`src/rtl/instruction_memory_loader_if.sv`:
```
// Byte-stream and instruction-memory write bundle for the instruction memory loader.
// A byte moves on every rising edge where byteValid and byteReady are both high;
// byteIn must stay stable while byteValid is high and byteReady is low.
interface instruction_memory_loader_if #(
  parameter int ADDR_WIDTH = 10
) ();
  logic                  start;
  logic [ADDR_WIDTH:0]   wordCount;
  logic [7:0]            byteIn;
  logic                  byteValid;
  logic                  byteReady;
  logic                  memWriteEnable;
  logic [ADDR_WIDTH-1:0] memAddress;
  logic [31:0]           memWriteData;
  logic                  cpuHold;
  logic                  loadDone;
  logic                  overflowError;

  modport master (
    output start, wordCount, byteIn, byteValid,
    input  byteReady, memWriteEnable, memAddress, memWriteData,
           cpuHold, loadDone, overflowError
  );

  modport slave (
    input  start, wordCount, byteIn, byteValid,
    output byteReady, memWriteEnable, memAddress, memWriteData,
           cpuHold, loadDone, overflowError
  );
endinterface

```
`src/rtl/instruction_memory_loader.sv`:
```
// Assembles a big-endian byte stream into 32-bit words and writes them to
// consecutive instruction memory addresses from 0, holding the CPU meanwhile.
module instruction_memory_loader #(
  parameter int WORD_COUNT = 1024,
  parameter int ADDR_WIDTH = 10
) (
  input  logic                          clk,
  input  logic                          rst,
  instruction_memory_loader_if.slave    bus,
  output logic [1:0]                    dbg_state
);

  typedef enum logic [1:0] {IDLE, RECV, WRITE, DONE} state_t;

  state_t              state_q, state_d;
  logic [ADDR_WIDTH:0] count_q;
  logic [ADDR_WIDTH:0] word_idx;
  logic [ADDR_WIDTH:0] word_next;
  logic [1:0]          byte_idx;
  logic [31:0]         asm_q;
  logic                ovf_q;

  logic start_seen;
  logic too_big;
  logic is_zero;
  logic xfer;

  assign start_seen = bus.start && (state_q == IDLE || state_q == DONE);
  assign too_big    = bus.wordCount > (ADDR_WIDTH+1)'(WORD_COUNT);
  assign is_zero    = bus.wordCount == '0;
  assign xfer       = (state_q == RECV) && bus.byteValid;
  assign word_next  = word_idx + 1'b1;

  // State register
  always_ff @(posedge clk or posedge rst) begin
    if (rst) state_q <= IDLE;
    else     state_q <= state_d;
  end

  // Next-state logic
  always_comb begin
    state_d = state_q;
    case (state_q)
      IDLE, DONE: begin
        if (start_seen && !too_big) state_d = is_zero ? DONE : RECV;
      end
      RECV: begin
        if (xfer && byte_idx == 2'd3) state_d = WRITE;
      end
      WRITE: begin
        state_d = (word_next == count_q) ? DONE : RECV;
      end
      default: state_d = IDLE;
    endcase
  end

  // Datapath: word count latch, indices and assembly shift register
  always_ff @(posedge clk or posedge rst) begin
    if (rst) begin
      count_q  <= '0;
      word_idx <= '0;
      byte_idx <= '0;
      asm_q    <= '0;
      ovf_q    <= 1'b0;
    end else begin
      ovf_q <= start_seen && too_big;
      if (start_seen && !too_big && !is_zero) begin
        count_q  <= bus.wordCount;
        word_idx <= '0;
        byte_idx <= '0;
      end
      if (xfer) begin
        asm_q    <= {asm_q[23:0], bus.byteIn};
        byte_idx <= byte_idx + 2'd1;
      end
      if (state_q == WRITE) word_idx <= word_next;
    end
  end

  // Outputs: strobes decode from state, address/data come straight from registers
  always_comb begin
    bus.byteReady      = (state_q == RECV);
    bus.memWriteEnable = (state_q == WRITE);
    bus.cpuHold        = (state_q == RECV) || (state_q == WRITE);
    bus.loadDone       = (state_q == DONE);
    bus.memAddress     = word_idx[ADDR_WIDTH-1:0];
    bus.memWriteData   = asm_q;
    bus.overflowError  = ovf_q;
    dbg_state          = state_q;
  end

endmodule

```
`src/flat_wrapper.sv`:
```
// flat-port wrapper written by rule: the top's interface ports become plain ports
module instruction_memory_loader_flat 
#(
  parameter int WORD_COUNT = 1024,
  parameter int ADDR_WIDTH = 10
)
  (clk, rst, dbg_state, bus_start, bus_wordCount, bus_byteIn, bus_byteValid, bus_byteReady, bus_memWriteEnable, bus_memAddress, bus_memWriteData, bus_cpuHold, bus_loadDone, bus_overflowError);
  instruction_memory_loader_if #(.ADDR_WIDTH(ADDR_WIDTH)) bus_i ();
  input  logic clk;
  input  logic rst;
  output logic [1:0] dbg_state;
  input wire logic [$bits(bus_i.start)-1:0] bus_start;
  input wire logic [$bits(bus_i.wordCount)-1:0] bus_wordCount;
  input wire logic [$bits(bus_i.byteIn)-1:0] bus_byteIn;
  input wire logic [$bits(bus_i.byteValid)-1:0] bus_byteValid;
  output wire logic [$bits(bus_i.byteReady)-1:0] bus_byteReady;
  output wire logic [$bits(bus_i.memWriteEnable)-1:0] bus_memWriteEnable;
  output wire logic [$bits(bus_i.memAddress)-1:0] bus_memAddress;
  output wire logic [$bits(bus_i.memWriteData)-1:0] bus_memWriteData;
  output wire logic [$bits(bus_i.cpuHold)-1:0] bus_cpuHold;
  output wire logic [$bits(bus_i.loadDone)-1:0] bus_loadDone;
  output wire logic [$bits(bus_i.overflowError)-1:0] bus_overflowError;
  assign bus_i.start = bus_start;
  assign bus_i.wordCount = bus_wordCount;
  assign bus_i.byteIn = bus_byteIn;
  assign bus_i.byteValid = bus_byteValid;
  assign bus_byteReady = bus_i.byteReady;
  assign bus_memWriteEnable = bus_i.memWriteEnable;
  assign bus_memAddress = bus_i.memAddress;
  assign bus_memWriteData = bus_i.memWriteData;
  assign bus_cpuHold = bus_i.cpuHold;
  assign bus_loadDone = bus_i.loadDone;
  assign bus_overflowError = bus_i.overflowError;
  instruction_memory_loader #(.WORD_COUNT(WORD_COUNT), .ADDR_WIDTH(ADDR_WIDTH)) u_core (.clk(clk), .rst(rst), .bus(bus_i), .dbg_state(dbg_state));
endmodule
```
`config.mk`:
```
export PLATFORM = sky130hd
export DESIGN_NAME = instruction_memory_loader_flat
export DESIGN_NICKNAME = d
export VERILOG_FILES = /design/src/rtl/instruction_memory_loader_if.sv /design/src/rtl/instruction_memory_loader.sv /design/src/flat_wrapper.sv
export SDC_FILE = /design/constraint.sdc
export NUM_CORES = 1
export LEC_CHECK = 0
export CORE_ASPECT_RATIO = 0.75
export CORE_MARGIN = 1.5
export CORE_UTILIZATION = 40
export CTS_CLUSTER_SIZE = 24
export DETAILED_ROUTE_END_ITERATION = 10
export MAX_ROUTING_LAYER = met4
export PLACE_DENSITY = 0.64
export SLEW_MARGIN = 20
export SYNTH_ARGS = -nofsm -noshare
export SYNTH_HDL_FRONTEND = slang
export SYNTH_SLANG_ARGS = --single-unit
```
`constraint.sdc`:
```
create_clock -name clk -period 2.08 [get_ports clk]
set_input_delay 0.208 -clock clk [delete_from_list [all_inputs] [get_ports clk]]
set_output_delay 0.208 -clock clk [all_outputs]
set_load 0.03 [all_outputs]
```
---- Yosys cells after proc, flatten, opt, wreduce, memory -nomap -nowiden ----
Index checks and enable logic that the tools add are counted.
storage, ports and cells
  register bits ........................... 59
  bits of input ports ..................... 23
  output and inout port bits .............. 49
  word-level logic and storage cells ...... 41
cells by class
  $add $sub $neg .......................... 2
  $lt $le $gt $ge ......................... 1
  equal/unequal tests ..................... 7
  mux-type cells .......................... 9
  reduce and logical (&&, ||, !) cells .... 16
operator list
  kind                   count
  $mux 11                2
  $mux 2                 6
  $add 11x1->11 const B  1
  $eq 11x11->1           1
  $gt 11x11->1 const B   1
  $logic_not 11->1       1
  $eq 2x2->1 const B     3
  $logic_and 1x1->1      6
  $pmux 2 s3             1
  $ne 2x1->1 const B     2
  $reduce_bool 2->1      2
  $add 2x1->2 const B    1
  $eq 2x1->1 const B     1
  $logic_not 1->1        2
  $logic_not 2->1        1
  $logic_or 1x1->1       2
  $reduce_and 2->1       1
  $reduce_or 2->1        1

---- Longest topological paths before layout ----
  word-level depth ........................ 7
  mapped depth ............................ 7
  gate-level depth less buffers ........... 7

---- Least setup slack after synthesis ----
OpenSTA, ideal clock, no wires.
  path type ............................... reg2reg
  start ................................... register u_core.state_q[1] (netlist: u_core.dbg_state[1])
  end ..................................... register u_core.asm_q[10] (netlist: u_core.bus.memWriteData[10])
  arrival time ............................ 1.989 ns
  required time ........................... 1.955 ns
  path slack .............................. -0.034 ns
  cell stages (with the launch flop) ...... 6
  path buffers ............................ 1
  clock period less this slack ............ 2.114 ns
  cell sequence ........................... dfrtp_1 inv_1 ha_1 nand2_1 clkbuf_1 mux2_2
between the ends
  cells in the longest elaborated chain, start to end .. 2
ends and longest elaborated chain
  item                      line                             RTL
  start: declaration        instruction_memory_loader.sv:15  state_t state_q, state_d;
  start signal: assignment  instruction_memory_loader.sv:37  else state_q <= state_d;
  $eq 2x1->1                -
  net bus_byteReady         flat_wrapper.sv:16               output wire logic [$bits(bus_i.byteReady)-1:0] bus_byteReady;
  $logic_and 1x1->1         instruction_memory_loader.sv:31  assign xfer = (state_q == RECV) && bus.byteValid;
  end signal: assignment    instruction_memory_loader.sv:73  asm_q <= {asm_q[23:0], bus.byteIn};
  end: declaration          instruction_memory_loader.sv:20  logic [31:0] asm_q;
The timed path passes the listed nets, and every way through them passes these cells.
A chain may end at the register's enable or synchronous reset.

---- Worst setup path after layout ----
  start ................................... register u_core.state_q[0] (netlist: u_core.dbg_state[0])
  end ..................................... register u_core.count_q[7]
between the ends
  cells in the longest elaborated chain, start to end .. 5
  elaborated cells on any way between the ends .. 6
  those cells by class .................... 1 x eq/ne; 5 x reduce/logical
ends and longest elaborated chain
  item                                           line                             RTL
  $eq 2x2->1 or $logic_not 2->1 (tied branches)  instruction_memory_loader.sv:28  assign start_seen = bus.start && (state_q == IDLE || state_q == DONE);
  $logic_or 1x1->1 *                             instruction_memory_loader.sv:28
  $logic_and 1x1->1 *                            instruction_memory_loader.sv:28
  $logic_and 1x1->1 * (2 in a row)               instruction_memory_loader.sv:67  if (start_seen && !too_big && !is_zero) begin
  end signal: assignment                         instruction_memory_loader.sv:68  count_q <= bus.wordCount;
  end: declaration                               instruction_memory_loader.sv:16  logic [ADDR_WIDTH:0] count_q;
Every way passes the cells marked *; elsewhere a longest branch is shown, timed or not.

==> results.sh <==
export IMPL_async_flop_share=1.00
export IMPL_finalCriticalPeriod_ns=1.93
export IMPL_start_util=0.409
export IMPL_fmax_mhz=518
export IMPL_cp_max_fo=14
export IMPL_fin_nets=359
export IMPL_critical_path_arrival_ns=2.15
export IMPL_post_cts_setup_buffers=0
export IMPL_die_h_um=77.7
export IMPL_cts_buffer_depth=2
export IMPL_outcome="finished clean"
export IMPL_synthTopCellsByCount="dfrtp_1 (59), mux2_2 (36), nand2_1 (17), a31oi_1 (12), o21ai_0 (12)"
export IMPL_synth_top_cell_area_share=0.496
export IMPL_syn_inst=259
export IMPL_layout_setup_ws_ns=0.151
export IMPL_endpoint_kind="register"
export IMPL_die_area_mm2=0.00797
export IMPL_maxCapViolations=0
export IMPL_hpwl_um=4630
export IMPL_place_gp_congestion=0.802
export IMPL_start_kind="register"
export IMPL_grt_max_degree=60
export IMPL_nFillCells=631
export IMPL_skew_ns=0.00859
export IMPL_clock_latency_ns=0.34
export IMPL_io_pins=72
export IMPL_hold_viol=0
export IMPL_rrSetupSlack_ns=0.15
export IMPL_yosysUniqueCellTypes=47
export IMPL_die_w_um=103
export IMPL_period_share=0.928
export IMPL_viasPerCell=5.06
export IMPL_synth_most_common_cell="dfrtp_1"
export IMPL_synth_top_cells_by_area="dfrtp_1 (50%), mux2_2 (14%), buf_4 (2.8%), a31oi_1 (2.5%), ha_1 (2.5%)"
export IMPL_worstMarginPinSlew_ns=0.337
export IMPL_yosysTopAreaCell="dfrtp_1"
export IMPL_drcViolationCount=0
export IMPL_seqCellArea_mm2=0.00148
export IMPL_root_buffer="clkbuf_8"
export IMPL_ir_worst_vdd_uv=891
export IMPL_core_region_area_mm2=0.00726
export IMPL_htreeDepth=3
export IMPL_placed_cell_area_mm2=0.00380
export IMPL_cts_made_buffers=9
export IMPL_grt_pass1_wl_um=10800
export IMPL_ant_nets=0
export IMPL_syn_avg_cell_area_um2=11.5
export IMPL_synth_warnings=0
export IMPL_tritoncts="done"
export IMPL_max_slew_margin=0.774
export IMPL_hold_class="input pin to async pin"
export IMPL_cts_reportedPaths_clkPinSlew_ns=0.07
export IMPL_dr_pass1_iters=5
export IMPL_fin_hold_ws_ns=0.236
export IMPL_multi_input_area_mm2=0.00132
export IMPL_grt_pass1_vias=2165
export IMPL_grt_ovfl_total=0
export IMPL_wirelength_um=6450
export IMPL_synth_edf_count=0
export IMPL_place_ws_ns=-0.109
export IMPL_setup_viol=0
export IMPL_fin_area_mm2=0.00405
export IMPL_power_per_cell_area_mw_per_mm2=1710
export IMPL_wl_per_cell_um=14.8
export IMPL_initialDrtViolationCount=66
export IMPL_netlist_area_mm2=0.00297
export IMPL_path_class="register to register"
export IMPL_drive_above_1_share=0.221
export IMPL_antenna_found_initial=0
export IMPL_clkSinkCount=59
export IMPL_slew_violations=0
export IMPL_numPortBuffers=71
export IMPL_antennaDiodeCount=0
export IMPL_power_leakage_nw=1.69
export IMPL_synth_main_ff_cell="dfrtp_1"
export IMPL_cts_hold_fix_buffers=0
export IMPL_track_usage=0.184
export IMPL_critPathRequiredTime_ns=2.30
export IMPL_areaGrowthSynthToFinish_pct=36.0
export IMPL_ys_seq_area_frac=0.496
export IMPL_syn_num_nets=288
export IMPL_ys_ff_latch=59
export IMPL_row_count=27
export IMPL_num_vias=2204
export IMPL_rsz0062_at_grt="false"
power breakdown:
group          switching [mW]  leakage [nW]  total (mW)  internal (mW)
Clock                   0.451         0.122        1.26          0.806
Combinational            1.86         0.847        3.52           1.66
Sequential              0.455         0.718        2.14           1.69
stage by stage:
step	power [mW]	std cells	utilization	TNS, ns
floorplan	4.42	259	-	-0.748
global placement	5.65	420	0.523	-0.278
detailed placement	5.72	420	0.523	-1.02
CTS	6.99	436	0.556	0
global route	7.33	436	0.557	0
finish	6.92	436	0.557	0
flip-flops by register name, indices dropped and copies added, names as in the netlist:
signal and count:
u_core.dbg_state 2, u_core.byte_idx 2, u_core.word_idx 11, u_core.bus.overflowError 1, u_core.count_q 11, u_core.bus.memWriteData 32
worst max-delay path, cell delays in order, from the launching register on:
cell and delay (ns):
dfrtp_1 0.46, inv_1 0.07, ha_1 0.38, nand2_1 0.15
nor3b_4 0.25, buf_12 0.18, mux2_2 0.33
layout make-up:
cell class / instances / area share
clock buffers: 13 / 0.0442
clock inverters: 3 / 0.0167
inverters: 8 / 0.00742
multi-input cells: 168 / 0.327
flip-flops and latches: 59 / 0.365
well taps: 101 / 0.0312
repair buffers: 84 / 0.208
path summary, 6_finish.rpt:
check                                          from  depth (start not counted)                    endpoint
worst max-delay path            u_core.dbg_state[0]                          6           u_core.count_q[7]
min in group clk                      bus_byteIn[5]                          2  u_core.bus.memWriteData[5]
worst min register to register   u_core.byte_idx[0]                          1          u_core.byte_idx[0]
worst min-delay path                            rst                          3           u_core.count_q[0]
max in group asynchronous                       rst                          3          u_core.byte_idx[0]
worst max register to register  u_core.dbg_state[0]                          6           u_core.count_q[7]
layer usage:
layer  vias up  global-route usage  part of all wire  routed length, um
met5         -                   -                 0                  0
met4         0              0.0589             0.010                 65
met3        10              0.0604             0.056                360
met2        65               0.258              0.45               2890
met1      1066               0.251              0.49               3140
li1       1063                   -                 -                  -
timing repair:
item / CTS / global route
pin swaps: 0 / 0
endpoints found under the setup margin: 3 / 1
resized for setup: 3 / 2
cloned: 0 / 0
layout by cell type, fill, tap and decap left out, types with 3 or more instances in the layout:
| master | Yosys | routed |
|---|---|---|
| mux2_1 | 6 | 6 |
| nor2_1 | 10 | 10 |
| clkbuf_8 | 0 | 13 |
| ha_1 | 6 | 5 |
| nand3_1 | 7 | 7 |
| buf_4 | 11 | 10 |
| nor3_1 | 6 | 6 |
| dlygate4sd2_1 | 0 | 3 |
| mux2_2 | 36 | 36 |
| dfrtp_1 | 59 | 58 |
| o21ai_0 | 12 | 12 |
| clkdlybuf4s50_1 | 0 | 68 |
| a21oi_1 | 7 | 7 |
| xor2_1 | 4 | 4 |
| nand2_1 | 17 | 17 |
| xnor2_1 | 8 | 8 |
| a31oi_1 | 12 | 12 |
| buf_12 | 0 | 3 |
| inv_1 | 8 | 7 |
cells by family after synthesis:
kind of cell,after synthesis,synth area share
buffers and inverters,32,0.0597
adder cells (fa/ha/maj),6,0.0252
AND/OR/NAND/NOR,61,0.123
AO/OA/AOI/OAI,45,0.0947
multiplexers,44,0.166
XOR/XNOR,12,0.0353
flip-flops,59,0.496
Note: power is estimated with default switching activity, not from simulation.
